## src/rtl/ps2_host_tx_if.sv

```systemverilog
// ps2_host_tx_if: command-byte handshake and transfer status between client and PS/2 host transmitter.
interface ps2_host_tx_if;
    logic [7:0] tx_data;
    logic       tx_valid;
    logic       tx_ready;
    logic       tx_busy;
    logic       done;
    logic       ack_err;
    logic       timeout;

    modport master (
        output tx_data, tx_valid,
        input  tx_ready, tx_busy, done, ack_err, timeout
    );

    modport slave (
        input  tx_data, tx_valid,
        output tx_ready, tx_busy, done, ack_err, timeout
    );
endinterface

```

## src/rtl/ps2_host_tx.sv

```systemverilog
// ps2_host_tx: PS/2 host-to-device byte transmitter with ACK check and watchdog.
// Optional macro PS2_TX_RETRY_EN: resend a failed byte up to two more times.
module ps2_host_tx #(
    parameter int INHIBIT_CYCLES = 10000,
    parameter int TIMEOUT_CYCLES = 2000000
) (
    input  logic         i_clk,
    input  logic         i_rst,
    ps2_host_tx_if.slave bus,
    input  logic         i_ps2_clk_in,
    input  logic         i_ps2_data_in,
    output logic         o_ps2_clk_oe,
    output logic         o_ps2_data_oe
);
    localparam int IW = $clog2(INHIBIT_CYCLES + 1);
    localparam int WW = $clog2(TIMEOUT_CYCLES + 1);

    typedef enum logic [2:0] {
        S_IDLE, S_INHIBIT, S_RTS, S_SHIFT, S_ACK, S_WAIT_IDLE
    } state_t;

    state_t r_state, w_next;

    logic          r_clk_m, r_clk_s, r_clk_d, r_dat_m, r_dat_s;
    logic [9:0]    r_shift;
    logic          r_data_oe;
    logic [3:0]    r_edges;
    logic [IW-1:0] r_inh;
    logic [WW-1:0] r_wd;
    logic          r_ack_bad, r_done, r_ack_err, r_timeout;
    logic          w_fall, w_inh_end, w_wd_on, w_wd_exp;
    logic          w_accept, w_fin, w_retry;
    logic [7:0]    w_byte;

    assign w_fall    = r_clk_d & ~r_clk_s;
    assign w_inh_end = (r_inh == IW'(INHIBIT_CYCLES - 1));
    assign w_wd_on   = (r_state == S_RTS) | (r_state == S_SHIFT) |
                       (r_state == S_ACK) | (r_state == S_WAIT_IDLE);
    assign w_wd_exp  = w_wd_on & ~w_fall & (r_wd == WW'(TIMEOUT_CYCLES - 1));
    assign w_accept  = bus.tx_valid & (r_state == S_IDLE);
    assign w_fin     = w_wd_exp |
                       ((r_state == S_WAIT_IDLE) & r_clk_s & r_dat_s);

`ifdef PS2_TX_RETRY_EN
    logic [7:0] r_byte;
    logic [1:0] r_tries;

    assign w_retry = w_fin & (w_wd_exp | r_ack_bad) & (r_tries != 2'd2);
    assign w_byte  = w_accept ? bus.tx_data : r_byte;

    always_ff @(posedge i_clk) begin
        if (i_rst) begin
            r_byte  <= '0;
            r_tries <= '0;
        end else if (w_accept) begin
            r_byte  <= bus.tx_data;
            r_tries <= '0;
        end else if (w_retry) begin
            r_tries <= r_tries + 2'd1;
        end
    end
`else
    assign w_retry = 1'b0;
    assign w_byte  = bus.tx_data;
`endif

    always_ff @(posedge i_clk) begin
        if (i_rst) r_state <= S_IDLE;
        else       r_state <= w_next;
    end

    always_comb begin
        w_next        = r_state;
        o_ps2_clk_oe  = 1'b0;
        o_ps2_data_oe = 1'b0;
        bus.tx_ready  = 1'b0;
        bus.tx_busy   = 1'b1;
        unique case (r_state)
            S_IDLE: begin
                bus.tx_ready = 1'b1;
                bus.tx_busy  = 1'b0;
                if (w_accept) w_next = S_INHIBIT;
            end
            S_INHIBIT: begin
                o_ps2_clk_oe = 1'b1;
                if (w_inh_end) w_next = S_RTS;
            end
            S_RTS: begin
                o_ps2_data_oe = r_data_oe;
                if (w_fall) w_next = S_SHIFT;
            end
            S_SHIFT: begin
                o_ps2_data_oe = r_data_oe;
                if (w_fall && r_edges == 4'd9) w_next = S_ACK;
            end
            S_ACK: begin
                if (w_fall) w_next = S_WAIT_IDLE;
            end
            S_WAIT_IDLE: begin
                if (r_clk_s && r_dat_s) w_next = S_IDLE;
            end
            default: w_next = S_IDLE;
        endcase
        if (w_wd_exp) w_next = S_IDLE;
        if (w_retry)  w_next = S_INHIBIT;
    end

    assign bus.done    = r_done;
    assign bus.ack_err = r_ack_err;
    assign bus.timeout = r_timeout;

    always_ff @(posedge i_clk) begin
        if (i_rst) begin
            r_clk_m   <= 1'b1;
            r_clk_s   <= 1'b1;
            r_clk_d   <= 1'b1;
            r_dat_m   <= 1'b1;
            r_dat_s   <= 1'b1;
            r_shift   <= '0;
            r_data_oe <= 1'b0;
            r_edges   <= '0;
            r_inh     <= '0;
            r_wd      <= '0;
            r_ack_bad <= 1'b0;
            r_done    <= 1'b0;
            r_ack_err <= 1'b0;
            r_timeout <= 1'b0;
        end else begin
            r_clk_m <= i_ps2_clk_in;
            r_clk_s <= r_clk_m;
            r_clk_d <= r_clk_s;
            r_dat_m <= i_ps2_data_in;
            r_dat_s <= r_dat_m;
            r_done  <= 1'b0;
            if (w_fall)       r_wd <= '0;
            else if (w_wd_on) r_wd <= r_wd + WW'(1);
            if (w_accept | w_retry) begin
                r_shift <= {1'b1, ~^w_byte, w_byte};
                r_inh   <= '0;
            end
            if (r_state == S_INHIBIT) begin
                r_inh <= r_inh + IW'(1);
                // start bit goes out the same cycle the clock is released
                if (w_inh_end) begin
                    r_data_oe <= 1'b1;
                    r_wd      <= '0;
                    r_edges   <= '0;
                    r_ack_bad <= 1'b0;
                end
            end
            if (w_fall && w_wd_on && r_edges != 4'd11)
                r_edges <= r_edges + 4'd1;
            if (w_fall && (r_state == S_RTS || r_state == S_SHIFT)) begin
                r_data_oe <= ~r_shift[0];
                r_shift   <= {1'b1, r_shift[9:1]};
            end
            if (w_fall && r_state == S_ACK)
                r_ack_bad <= r_dat_s;
            if (w_fin && !w_retry) begin
                r_done    <= 1'b1;
                r_ack_err <= r_ack_bad & ~w_wd_exp;
                r_timeout <= w_wd_exp;
            end
        end
    end
endmodule

```

## src/flat_wrapper.sv

```systemverilog
// flat-port wrapper written by rule: the top's interface ports become plain ports
module ps2_host_tx_flat 
#(
    parameter int INHIBIT_CYCLES = 10000,
    parameter int TIMEOUT_CYCLES = 2000000
)
  (i_clk, i_rst, i_ps2_clk_in, i_ps2_data_in, o_ps2_clk_oe, o_ps2_data_oe, bus_tx_data, bus_tx_valid, bus_tx_ready, bus_tx_busy, bus_done, bus_ack_err, bus_timeout);
  ps2_host_tx_if bus_i ();
  input  logic i_clk;
  input  logic i_rst;
  input  logic i_ps2_clk_in;
  input  logic i_ps2_data_in;
  output logic o_ps2_clk_oe;
  output logic o_ps2_data_oe;
  input wire logic [$bits(bus_i.tx_data)-1:0] bus_tx_data;
  input wire logic [$bits(bus_i.tx_valid)-1:0] bus_tx_valid;
  output wire logic [$bits(bus_i.tx_ready)-1:0] bus_tx_ready;
  output wire logic [$bits(bus_i.tx_busy)-1:0] bus_tx_busy;
  output wire logic [$bits(bus_i.done)-1:0] bus_done;
  output wire logic [$bits(bus_i.ack_err)-1:0] bus_ack_err;
  output wire logic [$bits(bus_i.timeout)-1:0] bus_timeout;
  assign bus_i.tx_data = bus_tx_data;
  assign bus_i.tx_valid = bus_tx_valid;
  assign bus_tx_ready = bus_i.tx_ready;
  assign bus_tx_busy = bus_i.tx_busy;
  assign bus_done = bus_i.done;
  assign bus_ack_err = bus_i.ack_err;
  assign bus_timeout = bus_i.timeout;
  ps2_host_tx #(.INHIBIT_CYCLES(INHIBIT_CYCLES), .TIMEOUT_CYCLES(TIMEOUT_CYCLES)) u_core (.i_clk(i_clk), .i_rst(i_rst), .bus(bus_i), .i_ps2_clk_in(i_ps2_clk_in), .i_ps2_data_in(i_ps2_data_in), .o_ps2_clk_oe(o_ps2_clk_oe), .o_ps2_data_oe(o_ps2_data_oe));
endmodule
```

## config.mk

```make
export PLATFORM = sky130hd
export DESIGN_NAME = ps2_host_tx_flat
export DESIGN_NICKNAME = d
export VERILOG_FILES = /design/src/rtl/ps2_host_tx_if.sv /design/src/rtl/ps2_host_tx.sv /design/src/flat_wrapper.sv
export SDC_FILE = /design/constraint.sdc
export NUM_CORES = 1
export LEC_CHECK = 0
export CAP_MARGIN = 20
export CORE_UTILIZATION = 60
export DETAILED_ROUTE_END_ITERATION = 8
export DONT_BUFFER_PORTS = 1
export PLACE_DENSITY = 0.76
export SYNTH_ARGS = -nofsm -noshare
export SYNTH_HDL_FRONTEND = slang
export SYNTH_SLANG_ARGS = --single-unit
export TNS_END_PERCENT = 50
```

## constraint.sdc

```tcl
create_clock -name i_clk -period 2.1 [get_ports i_clk]
set_input_delay 0.21 -clock i_clk [delete_from_list [all_inputs] [get_ports i_clk]]
set_output_delay 0.21 -clock i_clk [all_outputs]
set_load 0.01 [all_outputs]
```

==> impl_metrics.csv <==
group,metric,value,unit
critical_path,crit_path_start_kind,"flip-flop",
floorplan,die_w,71.59,um
cts,cts_buffers,9,
logic_synthesis,synth_top_area_share,42.72,%
timing,max_freq,0.5452,GHz
hold_path,min_path_type,"in -> reg",
timing,finalSetupViolCount,0,
cts,cts.sinks,62,
finish,fill_cells,359,
placement,place_congestion,0.8360,
drt,ant_nets,0,
drt,avgViaCountPerCell,5.805,
logic_synthesis,synth_largest_area_cell,"dfxtp_1",
timing,fin_skew,0.003553,ns
critical_path,setup.worst_path.start,"u_core.r_inh[0]",
finish,final_util,71.94,%
global_routing,track_usage,24.31,%
critical_path,crit_type,"reg -> reg",
floorplan,start_util,64.50,%
finish,area_delta_synth_final,11.54,%
placement,pre_cts_ws,0.2925,ns
cts,clk_latency,0.33,ns
global_routing,antenna_found_initial,0,
hold_path,hp-start,"bus_tx_data[4]",
finish,drive_above_1_share,11.17,%
floorplan,core,0.004504,mm2
logic_synthesis,synthesis.area,0.002905,mm2
finish,ff_latch_area,0.001241,mm2
timing,whs,0.08130,ns
placement,io_buffers,0,
drt,drt-wirelength-per-cell,14.10,um
logic_synthesis,ys.flop_type,"dfxtp_1",
logic_synthesis,yosysWarningCount,0,
timing,hold_violations,0,
cts,postCtsSetupBuffers,0,
flow_run,drv_cap,0,
critical_path,cp_data_arrival_time,2.09,ns
cts,clockBufferDepth,2,
drt,drtIter0Drc,150,
floorplan,die_h,71.59,um
floorplan,die_area,0.005124,mm2
drt,vias,2380,
power_and_ir_drop,irDropWorstVdd,755.8,uV
power_and_ir_drop,power_leakage,1.176,nW
drt,first_pass_iters,5,
timing,rsz0062_at_grt,"false",
logic_synthesis,synthCells,346,
cts,ctsResizeCount,0,
critical_path,r2r-start,"u_core.r_inh[0]",
timing,maxSlewHeadroom,67.18,%
global_routing,grt_pass1_vias,2254,
power_and_ir_drop,power_density,1020,mW/mm2
placement,dp_hpwl,3858,um
finish,layout.nets,370,
drt,drc_errors,0,
floorplan,io_pins,20,
timing,layout_min_cycle_time,1.834,ns
logic_synthesis,ys_async_sr_fraction,0,%
finish,multiInputGateArea,0.001568,mm2
global_routing,grt_max_degree,38,
finish,n_antenna_cell,0,
timing,worst_pin_slew,0.4888,ns
timing,setup_tns,0,ns
logic_synthesis,synth_common_cells,"62 x dfxtp_1, 50 x nor2_1, 36 x nand2_1, 25 x a21oi_1, 20 x nand3_1",
logic_synthesis,syn_nets,363,
power_and_ir_drop,finalPower,3.306,mW
critical_path,cp_max_fo,21,
logic_synthesis,synth_most_common_cell,"dfxtp_1",
cts,cts_root_buffer,"clkbuf_8",
outcome,outcome,"finished clean",
logic_synthesis,synth_edf_count,0,
timing,fin_crit_sh,87.35,%
timing,drv_slew,0,
drt,wirelength,5781,um
logic_synthesis,synthTopCellsByArea,"dfxtp_1 43%, nor2_1 6.5%, xor2_1 4.8%",
cts,cts_htree_levels,3,
logic_synthesis,avgSynthCellArea,8.397,um2
cts,tritoncts,"yes",
critical_path,crit_path_end_kind,"flip-flop",
floorplan,num_rows,24,
logic_synthesis,synthDistinctLibCells,47,
cts,clk_pin_slew,0.07,ns
global_routing,grt_pass1_wl,9756,um
critical_path,cp.required,2.35,ns
logic_synthesis,ys_ff_latch,62,
logic_synthesis,synth-seq-area-share,42.72,%
global_routing,grt-ovfl-total,0,
timing,setup_ws,0.2657,ns
==> per-layer routing <==
metal / track usage [%] / share of wire (%) / routed length [um] / vias to the layer above
met3: 4.641 / 3.7 / 213 / 11
met5: 0 / 0 / 0 / -
met4: 12.42 / 2.2 / 125 / 0
li1: - / - / - / 1227
met1: 29.20 / 46 / 2653 / 1096
met2: 41.59 / 48 / 2789 / 46
==> worst paths after layout <==
path | slack (ns) | to | cells after the start
worst min-delay path | 0.08 | u_core.r_shift[4] | 2
worst max-delay path | 0.27 | u_core.r_wd[0] | 7
worst min register to register | 0.41 | u_core.r_dat_s | 1
worst max register to register | 0.27 | u_core.r_wd[0] | 7
==> sequential cells by signal, summed over array words and instances (netlist names) <==
register and cells:
u_core.bus.ack_err 1, u_core.bus.done 1, u_core.bus.timeout 1, u_core.r_ack_bad 1
u_core.r_clk_d 1, u_core.r_clk_m 1, u_core.r_clk_s 1, u_core.r_dat_m 1
u_core.r_dat_s 1, u_core.r_data_oe 1, u_core.r_edges 4, u_core.r_inh 14
u_core.r_shift 10, u_core.r_state 3, u_core.r_wd 21
==> critical path: stages (launching register included) <==
cell and delay [ns]:
dfxtp_1 0.35, ha_1 0.23, and3_1 0.26, nand4_1 0.15, nor2_1 0.07, or3_1 0.31, buf_4 0.22, nor3_1 0.19
==> area by class of cell <==
type | count | area share [%]
repair buffers | 13 | 3.552
clock buffers | 11 | 4.672
multi-input cells | 262 | 48.38
inverters | 5 | 0.5792
well taps | 52 | 2.008
flip-flops and latches | 62 | 38.30
clock inverters | 5 | 2.510
==> kinds of logic (layout without fill, tap and decap cells) <==
kind of cell | after synthesis | count (layout) | share of synthesized area [%]
AO/OA/AOI/OAI | 57 | 57 | 12.53
XOR/XNOR | 30 | 30 | 9.302
adder cells (fa/ha/maj) | 4 | 4 | 1.723
buffers and inverters | 22 | 34 | 3.316
flip-flops | 62 | 62 | 42.72
multiplexers | 1 | 1 | 0.3445
AND/OR/NAND/NOR | 170 | 170 | 30.06
==> stage by stage <==
step | instance area (um2) | instances
6_report | 3241 | 410
5_1_grt | 3241 | 410
4_1_cts | 3241 | 410
3_5_place_dp | 2968 | 391
3_3_place_gp | 2968 | 391
2_1_floorplan | 2905 | 346
==> placed cells by master (no fill, tap or decap), types with 4 or more instances in the layout <==
cell type	netlist	layout
ha_1	4	4
nand3_1	20	20
nor3_1	7	7
nor2b_1	4	4
a311oi_1	6	6
a22oi_1	9	9
and3_1	4	4
nor2_1	50	50
buf_4	1	10
a31oi_1	5	5
and2_1	4	4
or2_2	7	7
nand2_1	36	36
xnor2_1	13	13
a21oi_1	25	25
inv_1	5	5
nand4_1	11	11
o21ai_0	4	4
clkbuf_8	0	11
xor2_1	16	16
nand2b_1	4	4
dfxtp_1	62	62
==> where the power goes <==
group | internal [mW] | switching [mW] | total (mW)
Clock | 0.732 | 0.447 | 1.18
Sequential | 1.26 | 0.0487 | 1.31
Combinational | 0.303 | 0.518 | 0.821
==> repair_timing <==
action,in CTS,in global routing
endpoints found under the hold margin,37,0
setup endpoints to repair,0,0
hold buffers,3,0
Note: power is estimated with default switching activity, not from simulation.
